<file path="config.mk">
export PLATFORM = sky130hd
export DESIGN_NAME = grid_renderer_flat
export DESIGN_NICKNAME = d
export VERILOG_FILES = /design/src/rtl/grid_render_pkg.sv /design/src/rtl/grid_renderer_if.sv /design/src/rtl/tile_locator.sv /design/src/rtl/grid_renderer.sv /design/src/flat_wrapper.sv
export SDC_FILE = /design/constraint.sdc
export NUM_CORES = 1
export LEC_CHECK = 0
export ABC_CLOCK_PERIOD_IN_PS = 4200
export BUFFER_PORTS_ARGS = -buffer_cell sky130_fd_sc_hd__buf_4
export CORE_MARGIN = 4
export CORE_UTILIZATION = 55
export DETAILED_ROUTE_END_ITERATION = 12
export GPL_ROUTABILITY_DRIVEN = 1
export PLACE_DENSITY = 0.86
export SYNTH_ARGS = -nofsm -noshare
export SYNTH_HDL_FRONTEND = slang
export SYNTH_SLANG_ARGS = --single-unit
</file>
<file path="constraint.sdc">
create_clock -name clk_VGA -period 4.2 [get_ports clk_VGA]
set_input_delay 0.42 -clock clk_VGA [delete_from_list [all_inputs] [get_ports clk_VGA]]
set_output_delay 0.42 -clock clk_VGA [all_outputs]
set_load 0.02 [all_outputs]
</file>
<file path="src/rtl/grid_render_pkg.sv">
// Shared colours and animation state encoding for the 2048 board renderer.
package grid_render_pkg;

    localparam logic [11:0] RGB_BG   = 12'hEED;
    localparam logic [11:0] RGB_SLOT = 12'hCBA;
    localparam logic [11:0] RGB_B0   = 12'hDCB;
    localparam logic [11:0] RGB_ERR  = 12'hF0F;

    typedef enum logic [0:0] {
        ST_IDLE = 1'b0,
        ST_POP  = 1'b1
    } anim_state_e;

endpackage

</file>
<file path="src/rtl/grid_renderer_if.sv">
// Pixel, board-RAM, sprite-ROM and spawn signals between the renderer and its surroundings.
interface grid_renderer_if;
    logic [9:0]  X_Addr;
    logic [8:0]  Y_Addr;
    logic        frame_start;
    logic [5:0]  BlockID;
    logic [3:0]  BlockType;
    logic [11:0] sprite_addr;
    logic [3:0]  sprite_type;
    logic [11:0] sprite_rgb;
    logic        spawn_valid;
    logic [5:0]  spawn_id;
    logic        spawn_ready;
    logic [11:0] RGB;

    modport master (
        output X_Addr, Y_Addr, frame_start, BlockType, sprite_rgb, spawn_valid, spawn_id,
        input  BlockID, sprite_addr, sprite_type, spawn_ready, RGB
    );

    modport slave (
        input  X_Addr, Y_Addr, frame_start, BlockType, sprite_rgb, spawn_valid, spawn_id,
        output BlockID, sprite_addr, sprite_type, spawn_ready, RGB
    );
endinterface

</file>
<file path="src/rtl/tile_locator.sv">
// One board axis: pixel coordinate -> tile index, offset inside the tile, tile/board hit flags.
module tile_locator #(
    parameter int unsigned AW     = 10,
    parameter int unsigned GRID_N = 4,
    parameter int unsigned TILE_W = 100,
    parameter int unsigned GAP_W  = 16,
    parameter int unsigned IW     = 2,
    parameter int unsigned LW     = 7
) (
    input  logic [AW-1:0] addr,
    output logic [IW-1:0] idx,
    output logic [LW-1:0] off,
    output logic          in_tile,
    output logic          in_range
);
    localparam int unsigned PITCH = TILE_W + GAP_W;
    localparam int unsigned EDGE  = GRID_N * PITCH + GAP_W;

    // Last tile whose origin is at or before addr wins, so gap pixels keep the preceding cell.
    always_comb begin
        idx      = '0;
        off      = '0;
        in_tile  = 1'b0;
        in_range = 32'(addr) < EDGE;
        for (int unsigned i = 0; i < GRID_N; i++) begin
            if (32'(addr) >= GAP_W * (i + 1) + TILE_W * i) begin
                idx     = IW'(i);
                off     = LW'(32'(addr) - (GAP_W * (i + 1) + TILE_W * i));
                in_tile = 32'(addr) < PITCH * (i + 1);
            end
        end
    end
endmodule

</file>
<file path="src/rtl/grid_renderer.sv">
// Parametrised 2048 board renderer: 3-stage pixel pipeline plus spawn pop-in animation.
module grid_renderer
    import grid_render_pkg::*;
#(
    parameter int unsigned GRID_N      = 4,
    parameter int unsigned TILE_W      = 100,
    parameter int unsigned GAP_W       = 16,
    parameter int unsigned SCALE_SHIFT = 1,
    parameter int unsigned MAX_TYPE    = 10,
    parameter int unsigned ANIM_FRAMES = 4,
    parameter int unsigned INSET_STEP  = 12
) (
    input  logic     clk_VGA,
    input  logic     rst,
    grid_renderer_if.slave bus
);
    localparam int unsigned NCELL = GRID_N * GRID_N;
    localparam int unsigned SPR_W = TILE_W >> SCALE_SHIFT;
    localparam int unsigned IW    = $clog2(GRID_N);
    localparam int unsigned LW    = $clog2(TILE_W);
    localparam int unsigned FW    = $clog2(ANIM_FRAMES + 1);

    if (GRID_N < 2 || GRID_N > 8) begin : g_bad_grid
        $error("GRID_N must be in 2..8");
    end
    if (SPR_W * SPR_W > 4096) begin : g_bad_sprite
        $error("sprite does not fit a 12-bit ROM address");
    end
    if (ANIM_FRAMES == 0 || (ANIM_FRAMES - 1) * INSET_STEP >= TILE_W / 2) begin : g_bad_anim
        $error("animation inset exceeds half a tile");
    end

    logic [IW-1:0] col_c, row_c;
    logic [LW-1:0] lx_c, ly_c;
    logic          x_tile_c, y_tile_c, x_range_c, y_range_c;

    tile_locator #(.AW(10), .GRID_N(GRID_N), .TILE_W(TILE_W), .GAP_W(GAP_W), .IW(IW), .LW(LW))
        u_loc_x (.addr(bus.X_Addr), .idx(col_c), .off(lx_c), .in_tile(x_tile_c), .in_range(x_range_c));
    tile_locator #(.AW(9), .GRID_N(GRID_N), .TILE_W(TILE_W), .GAP_W(GAP_W), .IW(IW), .LW(LW))
        u_loc_y (.addr(bus.Y_Addr), .idx(row_c), .off(ly_c), .in_tile(y_tile_c), .in_range(y_range_c));

    anim_state_e   state_q;
    logic [5:0]    anim_id_q;
    logic [FW-1:0] frame_cnt_q;
    logic          spawn_ready_q;

    logic [5:0]    block_id_q;
    logic [LW-1:0] s1_lx, s1_ly;
    logic          s1_in_tile, s1_in_board;
    logic          s2_in_tile, s2_in_board, s2_pop;
    logic [3:0]    s2_type;
    logic [11:0]   sprite_addr_q;
    logic [11:0]   rgb_q;

    logic [31:0]   inset_c;
    logic          pop_c;
    logic [11:0]   sprite_addr_c;
    logic [11:0]   rgb_c;

    assign bus.BlockID     = block_id_q;
    assign bus.sprite_addr = sprite_addr_q;
    assign bus.sprite_type = s2_type;
    assign bus.spawn_ready = spawn_ready_q;
    assign bus.RGB         = rgb_q;

    // Pop-in FSM: one animation at a time, counted in whole frames.
    always_ff @(posedge clk_VGA or negedge rst) begin
        if (!rst) begin
            state_q       <= ST_IDLE;
            anim_id_q     <= '0;
            frame_cnt_q   <= '0;
            spawn_ready_q <= 1'b1;
        end else begin
            case (state_q)
                ST_IDLE: begin
                    if (bus.spawn_valid && spawn_ready_q && 32'(bus.spawn_id) < NCELL) begin
                        state_q       <= ST_POP;
                        anim_id_q     <= bus.spawn_id;
                        frame_cnt_q   <= '0;
                        spawn_ready_q <= 1'b0;
                    end
                end
                ST_POP: begin
                    if (bus.frame_start) begin
                        if (32'(frame_cnt_q) == ANIM_FRAMES - 1) begin
                            state_q       <= ST_IDLE;
                            frame_cnt_q   <= '0;
                            spawn_ready_q <= 1'b1;
                        end else begin
                            frame_cnt_q <= frame_cnt_q + FW'(1);
                        end
                    end
                end
                default: state_q <= ST_IDLE;
            endcase
        end
    end

    always_comb begin
        inset_c = (ANIM_FRAMES - 1 - 32'(frame_cnt_q)) * INSET_STEP;
        pop_c   = (state_q == ST_POP) && (block_id_q == anim_id_q) &&
                  (32'(s1_lx) < inset_c || 32'(s1_lx) >= TILE_W - inset_c ||
                   32'(s1_ly) < inset_c || 32'(s1_ly) >= TILE_W - inset_c);
        // ROM rows are stored bottom-up, hence the flipped row index.
        sprite_addr_c = 12'((SPR_W - 1 - (32'(s1_ly) >> SCALE_SHIFT)) * SPR_W +
                            (32'(s1_lx) >> SCALE_SHIFT));
    end

    always_comb begin
        rgb_c = bus.sprite_rgb;
        if (!s2_in_board)                    rgb_c = RGB_BG;
        else if (!s2_in_tile)                rgb_c = RGB_SLOT;
        else if (s2_type == 4'd0 || s2_pop)  rgb_c = RGB_B0;
        else if (32'(s2_type) > MAX_TYPE)    rgb_c = RGB_ERR;
    end

    // S1 locate, S2 fetch type / sprite address, S3 colour select.
    always_ff @(posedge clk_VGA or negedge rst) begin
        if (!rst) begin
            block_id_q    <= '0;
            s1_lx         <= '0;
            s1_ly         <= '0;
            s1_in_tile    <= 1'b0;
            s1_in_board   <= 1'b0;
            s2_in_tile    <= 1'b0;
            s2_in_board   <= 1'b0;
            s2_pop        <= 1'b0;
            s2_type       <= '0;
            sprite_addr_q <= '0;
            rgb_q         <= RGB_BG;
        end else begin
            block_id_q    <= 6'(32'(row_c) * GRID_N + 32'(col_c));
            s1_lx         <= lx_c;
            s1_ly         <= ly_c;
            s1_in_tile    <= x_tile_c & y_tile_c;
            s1_in_board   <= x_range_c & y_range_c;
            s2_in_tile    <= s1_in_tile;
            s2_in_board   <= s1_in_board;
            s2_pop        <= pop_c;
            s2_type       <= bus.BlockType;
            sprite_addr_q <= sprite_addr_c;
            rgb_q         <= rgb_c;
        end
    end
endmodule

</file>
<file path="src/flat_wrapper.sv">
// flat-port wrapper written by rule: the top's interface ports become plain ports
module grid_renderer_flat import grid_render_pkg::*;
#(
    parameter int unsigned GRID_N      = 4,
    parameter int unsigned TILE_W      = 100,
    parameter int unsigned GAP_W       = 16,
    parameter int unsigned SCALE_SHIFT = 1,
    parameter int unsigned MAX_TYPE    = 10,
    parameter int unsigned ANIM_FRAMES = 4,
    parameter int unsigned INSET_STEP  = 12
)
  (clk_VGA, rst, bus_X_Addr, bus_Y_Addr, bus_frame_start, bus_BlockType, bus_sprite_rgb, bus_spawn_valid, bus_spawn_id, bus_BlockID, bus_sprite_addr, bus_sprite_type, bus_spawn_ready, bus_RGB);
  grid_renderer_if bus_i ();
  input  logic clk_VGA;
  input  logic rst;
  input wire logic [$bits(bus_i.X_Addr)-1:0] bus_X_Addr;
  input wire logic [$bits(bus_i.Y_Addr)-1:0] bus_Y_Addr;
  input wire logic [$bits(bus_i.frame_start)-1:0] bus_frame_start;
  input wire logic [$bits(bus_i.BlockType)-1:0] bus_BlockType;
  input wire logic [$bits(bus_i.sprite_rgb)-1:0] bus_sprite_rgb;
  input wire logic [$bits(bus_i.spawn_valid)-1:0] bus_spawn_valid;
  input wire logic [$bits(bus_i.spawn_id)-1:0] bus_spawn_id;
  output wire logic [$bits(bus_i.BlockID)-1:0] bus_BlockID;
  output wire logic [$bits(bus_i.sprite_addr)-1:0] bus_sprite_addr;
  output wire logic [$bits(bus_i.sprite_type)-1:0] bus_sprite_type;
  output wire logic [$bits(bus_i.spawn_ready)-1:0] bus_spawn_ready;
  output wire logic [$bits(bus_i.RGB)-1:0] bus_RGB;
  assign bus_i.X_Addr = bus_X_Addr;
  assign bus_i.Y_Addr = bus_Y_Addr;
  assign bus_i.frame_start = bus_frame_start;
  assign bus_i.BlockType = bus_BlockType;
  assign bus_i.sprite_rgb = bus_sprite_rgb;
  assign bus_i.spawn_valid = bus_spawn_valid;
  assign bus_i.spawn_id = bus_spawn_id;
  assign bus_BlockID = bus_i.BlockID;
  assign bus_sprite_addr = bus_i.sprite_addr;
  assign bus_sprite_type = bus_i.sprite_type;
  assign bus_spawn_ready = bus_i.spawn_ready;
  assign bus_RGB = bus_i.RGB;
  grid_renderer #(.GRID_N(GRID_N), .TILE_W(TILE_W), .GAP_W(GAP_W), .SCALE_SHIFT(SCALE_SHIFT), .MAX_TYPE(MAX_TYPE), .ANIM_FRAMES(ANIM_FRAMES), .INSET_STEP(INSET_STEP)) u_core (.clk_VGA(clk_VGA), .rst(rst), .bus(bus_i));
endmodule
</file>
==> impl_metrics.toml, run 1 <==
[synthesis]
synthArstFlopShare_pct = 100
ys.flop_type = "dfrtp_1"
yosysSeqAreaShare_pct = 32.5
syn_inst = 496
syn_area_sq_um = 4820
ys_ff_latch = 62
yosys_warnings = 0
syn_area_per_cell_sq_um = 9.71
yosys.cell_types.count = 80
synth_edf_count = 0

[detailed_routing]
finalWirelength_um = 10500
num_vias = 3883
viasPerCell = 5.67
wl_per_cell_um = 15.3
drc = 0
firstDrtPassIters = 4
postRouteAntennaNets = 0
drt_iter0_drc = 116

[setup_path]
r2r_start = "u_core.s1_ly[2]$_DFF_PN0_"
end_kind = "register"
rr_worst_depth = 16
cp-start-kind = "register"
arrival_ns = 4.14
crit_required_ns = 4.40
crit_family = "adder cells"
slowest_stage = "fa_1"
critPathMaxStageDelay_ns = 0.49
worstPathMaxFanout = 6
r2r-end = "u_core.bus.sprite_addr[11]$_DFF_PN0_"
crit_type = "reg2reg"
r2r_slack_ns = 0.26
cp_cell_sequence = "inv_1, ha_1, inv_1, o21ai_0, xor2_1, ha_1, ha_1, inv_1, fa_1, inv_1, ha_1, nor2b_1, a221oi_1, o311ai_2, nor4b_2, xor2_1"
cp_num_buf_inv = 4

[pwr]
power_frac_comb_pct = 52.2
power.share.clock_pct = 17.8
vdd_ir_drop_max_mv = 0.305
p_sw_uw = 962
powerDensity_nw_per_um2 = 435
power.share.sequential_pct = 30.0
p_int_uw = 1490
p_leak_uw = 0.00273
switching_share_pct = 39.2

[placed_design]
gp_congestion = 0.927
hpwl_um = 8440
io_buffer_count = 77
post_dp_cell_area_sq_um = 5470

[clock_network]
worstSkewPairLatency_ns = 0.34
clk_pin_slew_ns = 0.06
cts_tree = "done"
cts_resized = 0
htreeDepth = 3
cts_hold_buf = 0
post_cts_buffers = 0
clk_path_buf_depth = 2
clock-sinks = 62
cts_made_buffers = 9
cts-root-buf = "clkbuf_8"

[timing]
fmax_mhz = 254
fin_crit_ns = 3.94
tns_ns = 0
setup_viol = 0
rsz0062_at_grt = "no"
post-route-period-util_pct = 93.7
worstMarginPinSlew_ns = 0.988
slew_headroom_pct = 33.6
holdWs_ns = 0.137
hold_viol_final = 0
final-max-slew-violation-count = 0
fin_worst_skew_ns = 0.00592

[floorplanning]
die-area_sq_um = 10300
fp.dieH_um = 102
rows = 33
initial_core_util_pct = 57.5
die_w_um = 102
boundaryPins = 80
core_region_area_sq_um = 8380

[grt]
overflow = 0
grt_pass1_vias = 3817
antenna_found_initial = 0
grt_pass1_wl_um = 17400
grt_max_degree = 63
grt_usage_pct = 21.2

[layout]
n_antenna_cell = 0
final_area_sq_um = 5640
syn_to_final_growth_pct = 17.1
final_nets = 700
drive_above_1_share_pct = 21.9

[flow_run]
cap_violations = 0

[outcome]
outcome = "finished, final reports clean"

[worst_hold_path]
hp-class = "in2async"
==> power by group through the flow <==
| stage | logic (uW) | clock network (uW) | registers [uW] |
|---|---|---|---|
| floorplan | 873 | 0 | 815 |
| global placement | 1220 | 0 | 744 |
| detailed placement | 1280 | 0 | 747 |
| CTS | 1290 | 454 | 736 |
| global route | 1430 | 489 | 743 |
| finish | 1280 | 437 | 736 |
==> worst register-to-register path, stage by stage (launching register included) <==
cell,delay [ns]
dfrtp_1,0.44
inv_1,0.18
ha_1,0.21
inv_1,0.04
o21ai_0,0.20
xor2_1,0.29
ha_1,0.29
ha_1,0.27
inv_1,0.05
fa_1,0.49
inv_1,0.04
ha_1,0.31
nor2b_1,0.14
a221oi_1,0.31
o311ai_2,0.19
nor4b_2,0.20
xor2_1,0.15
==> sequential cells by signal, indices dropped and copies added (netlist names), 3 cells and up <==
name	count
u_core.anim_id_q	6
u_core.bus.BlockID	4
u_core.bus.RGB	12
u_core.bus.sprite_addr	12
u_core.bus.sprite_type	4
u_core.frame_cnt_q	3
u_core.s1_lx	7
u_core.s1_ly	7
==> worst max path at each step <==
stage / start / endpoint / slack (ns) / cells after the start
after global placement: u_core.s1_ly[2]$_DFF_PN0_ / u_core.bus.sprite_addr[11]$_DFF_PN0_ / 0.37 / 16
after CTS: u_core.s1_ly[2]$_DFF_PN0_ / u_core.bus.sprite_addr[11]$_DFF_PN0_ / 0.26 / 16
after detailed placement: u_core.s1_ly[2]$_DFF_PN0_ / u_core.bus.sprite_addr[11]$_DFF_PN0_ / 0.27 / 16
after floorplan: u_core.s1_ly[2]$_DFF_PN0_ / u_core.bus.sprite_addr[11]$_DFF_PN0_ / 0.52 / 16
final: u_core.s1_ly[2]$_DFF_PN0_ / u_core.bus.sprite_addr[11]$_DFF_PN0_ / 0.26 / 16
after global routing: u_core.s1_ly[2]$_DFF_PN0_ / u_core.bus.sprite_addr[11]$_DFF_PN0_ / 0.07 / 16
==> cells in the mapped netlist (11+ instances only) <==
cell type	n	area, sq um
nand3_1	11	55.1
inv_1	47	176
nand2_1	29	109
xor2_1	12	105
o21ai_0	20	100
nor2_1	34	128
a21oi_1	27	135
dfrtp_1	52	1300
xnor2_1	15	131
nor2b_1	15	93.8
ha_1	74	926
==> metal layers <==
metal | vias up | GRT usage [%] | wire length (um)
li1 | 1912 | - | -
met2 | 134 | 36.1 | 5210
met4 | 0 | 9.10 | 187
met1 | 1818 | 26.1 | 4360
met5 | - | 0 | 0
met3 | 19 | 4.27 | 745
==> stage by stage <==
stage | worst slack, ns | cells | power, uW | utilization, %
after floorplan | 0.519 | 497 | 1690 | -
after global placement | 0.365 | 669 | 1970 | 65.3
after detailed placement | 0.268 | 669 | 2030 | 65.3
after CTS | 0.263 | 685 | 2480 | 67.3
after global routing | 0.0688 | 685 | 2670 | 67.3
final | 0.265 | 685 | 2450 | 67.3
==> placed cells by master (no fill, tap or decap), types with 4 or more instances in the layout <==
cell	count
buf_4	77
xnor2_1	15
ha_1	74
mux2_2	5
dfstp_2	10
clkbuf_8	10
nor3b_1	4
xor2_1	12
dfrtp_1	52
fa_1	6
a21oi_1	27
inv_1	47
o21ai_0	20
a21o_1	9
nor2b_1	15
or3_1	5
nand2_1	29
o21a_1	6
nor3_1	10
nor2_1	34
nand3_1	11
a31oi_1	4
==> final cells by class <==
type,count,area (sq um)
Clock buffer,12,145
Clock inverter,4,22.5
Fill cell,667,2740
Inverter,48,180
Multi-Input combinational cell,377,3020
Sequential cell,62,1560
Tap cell,105,131
Timing Repair Buffer,77,578
==> cell families after synthesis <==
family                   share of synthesized area, %
flip-flops                                       32.5
multiplexers                                     1.79
other                                          0.0779
AO/OA/AOI/OAI                                    18.2
XOR/XNOR                                         4.91
adder cells (fa/ha/maj)                          21.7
AND/OR/NAND/NOR                                  15.8
buffers and inverters                            5.01
Note: power is estimated with default switching activity, not from simulation.
==> run 2: changes to the inputs <==
Settings changed: ABC_AREA set to 1.
==> impl_metrics.toml, run 2 <==
[placed_design]
io_buffer_count = 77
gp_congestion = 0.916
hpwl_um = 8310
place_inst = 782
post_dp_cell_area_sq_um = 5500

[grt]
grt_pass1_wl_um = 17700
overflow = 0
grt_usage_pct = 21.2
grt_max_degree = 63
grt_pass1_vias = 4175
antenna_found_initial = 0

[timing]
tns_ns = 0
worstMarginPinSlew_ns = 0.719
post-route-period-util_pct = 90.8
setup_viol = 0
rsz0062_at_grt = "no"
fin_worst_skew_ns = 0.0114
fmax_mhz = 262
fin_crit_ns = 3.81
final-max-slew-violation-count = 0
holdWs_ns = 0.128
hold_viol_final = 0
slew_headroom_pct = 52.1

[synthesis]
yosys_warnings = 0
syn_area_per_cell_sq_um = 7.98
synthArstFlopShare_pct = 100
syn_inst = 602
netlist.area_leader.share_pct = 27.1
synth_top_area_cell = "dfrtp_1"
synth.most_common_cell = "nand2_1"
yosys.cell_types.count = 32
ys.flop_type = "dfrtp_1"
ys_ff_latch = 62
syn_area_sq_um = 4800
synth_top_family_by_area = "simple AND/OR/NAND/NOR gates"
synth_common_cells = "nand2_1, inv_1, ha_1"
synth_xor_area_share_pct = 6.20
synth_compound_area_share_pct = 8.52
synthSimpleGateAreaFrac_pct = 21.8
synth_area_leaders = "dfrtp_1, ha_1, nand2_1"
yosys.area_share.adder_pct = 21.8
synth_edf_count = 0
synthMuxAreaShare_pct = 0.938
yosysSeqAreaShare_pct = 32.6

[detailed_routing]
firstDrtPassIters = 7
viasPerCell = 5.23
num_vias = 4174
wl_per_cell_um = 13.0
drc = 0
drt_iter0_drc = 197
finalWirelength_um = 10400
postRouteAntennaNets = 0

[clock_network]
clock-sinks = 62
post_cts_buffers = 0
cts-root-buf = "clkbuf_8"
worstSkewPairLatency_ns = 0.35
cts_resized = 0
htreeDepth = 3
clk_path_buf_depth = 2
clk_pin_slew_ns = 0.07
cts_tree = "done"
cts_made_buffers = 9
cts_hold_buf = 0

[layout]
fin_cells = 798
fillers = 644
n_antenna_cell = 0
syn_to_final_growth_pct = 18.1
final_nets = 813
layout_commonest_cell = "nand2_1"
final_cell_mix = "nand2_1, inv_1, buf_4"
drive_above_1_share_pct = 16.9
fin_util_pct = 68.0
final_area_sq_um = 5670

[setup_path]
cp-start-kind = "register"
arrival_ns = 4.04
crit_required_ns = 4.42
end_kind = "register"
worstPathMaxFanout = 6
crit_type = "reg2reg"

[floorplanning]
die-area_sq_um = 10300
core_region_area_sq_um = 8340
boundaryPins = 80
rows = 33
initial_core_util_pct = 57.6
die_w_um = 101
fp.dieH_um = 101

[pwr]
vdd_ir_drop_max_mv = 0.290
powerDensity_nw_per_um2 = 549
p_leak_uw = 0.00309

[flow_run]
cap_violations = 0

[outcome]
outcome = "finished, final reports clean"

[worst_hold_path]
hp-class = "in2async"
## run 2: cell count changes after synthesis, moves of 7 or more
cell | before | now
a21oi_1 | 27 | 34
xor2_1 | 12 | 21
inv_1 | 47 | 98
nand3_1 | 11 | 31
nor2_1 | 34 | 59
nand4_1 | 3 | 12
buf_2 | 7 | 0
a21o_1 | 9 | 0
nand2_1 | 29 | 124
nor2b_1 | 15 | 0
## run 2: critical path: stages, from the launching register on
cell and delay [ns]:
dfrtp_1 0.45, inv_1 0.19, ha_1 0.23, inv_1 0.06, o21ai_0 0.20, xor2_1 0.30, ha_1 0.29, ha_1 0.29
inv_1 0.05, fa_1 0.49, inv_1 0.04, ha_1 0.35, nand2_1 0.07, inv_1 0.07, o21ai_0 0.13, nand3_1 0.12
nand2_1 0.07, nand2_1 0.11, nand3_1 0.08, nand2_1 0.06, nand2_1 0.05
## run 2: worst paths after layout
kind | from | slack (ns) | cells past startpoint | endpoint
max | u_core.s1_ly[2]$_DFF_PN0_ | 0.39 | 20 | u_core.bus.sprite_addr[11]$_DFF_PN0_
min | rst | 0.13 | 1 | u_core.bus.sprite_type[0]$_DFF_PN0_
min in group clk_VGA | bus_BlockType[0] | 0.19 | 1 | u_core.bus.sprite_type[0]$_DFF_PN0_
max in group asynchronous | rst | 3.58 | 1 | u_core.s1_ly[5]$_DFF_PN0_
max reg2reg | u_core.s1_ly[2]$_DFF_PN0_ | 0.39 | 20 | u_core.bus.sprite_addr[11]$_DFF_PN0_
min reg2reg | u_core.s1_lx[1]$_DFF_PN0_ | 0.38 | 0 | u_core.bus.sprite_addr[0]$_DFF_PN0_
## run 2: where the power goes
part	switching [uW]	internal, uW	total, uW
registers	79.9	736	816
logic	1080	752	1840
clock network	231	230	461
total	1400	1720	3110
## run 2: logic make-up (layout without fill, tap and decap cells)
group | Yosys count | in the layout
xor+xnor | 34 | 34
compound gates | 73 | 73
fa+ha+maj | 80 | 80
other cells | 1 | 2
mux | 4 | 4
flops | 62 | 62
buf+inv | 102 | 192
simple gates | 246 | 246
## run 2: final cells by class
class | count | area (sq um) | share of cell area, %
Clock buffer | 11 | 141 | 2.49
Clock inverter | 5 | 33.8 | 0.595
Inverter | 99 | 372 | 6.55
Multi-Input combinational cell | 439 | 2850 | 50.3
Sequential cell | 62 | 1560 | 27.6
Tap cell | 105 | 131 | 2.32
Timing Repair Buffer | 77 | 578 | 10.2
## run 2: layer usage
| metal | part of all wire [%] | GRT usage, % | vias to the layer above |
|---|---|---|---|
| met5 | 0 | 0 | - |
| met4 | 2.2 | 8.28 | 0 |
| met3 | 7.1 | 4.34 | 28 |
| met2 | 49 | 37.1 | 158 |
| met1 | 41 | 25.4 | 1900 |
| li1 | - | - | 2088 |
## run 2: per-stage QoR
| step | worst slack (ns) | power [uW] |
|---|---|---|
| 2_1_floorplan | 0.842 | 2160 |
| 4_1_cts | 0.424 | 3110 |
| 6_report | 0.388 | 3110 |
| 5_1_grt | 0.110 | 3450 |
| 3_5_place_dp | 0.451 | 2640 |
| 3_3_place_gp | 0.709 | 2520 |
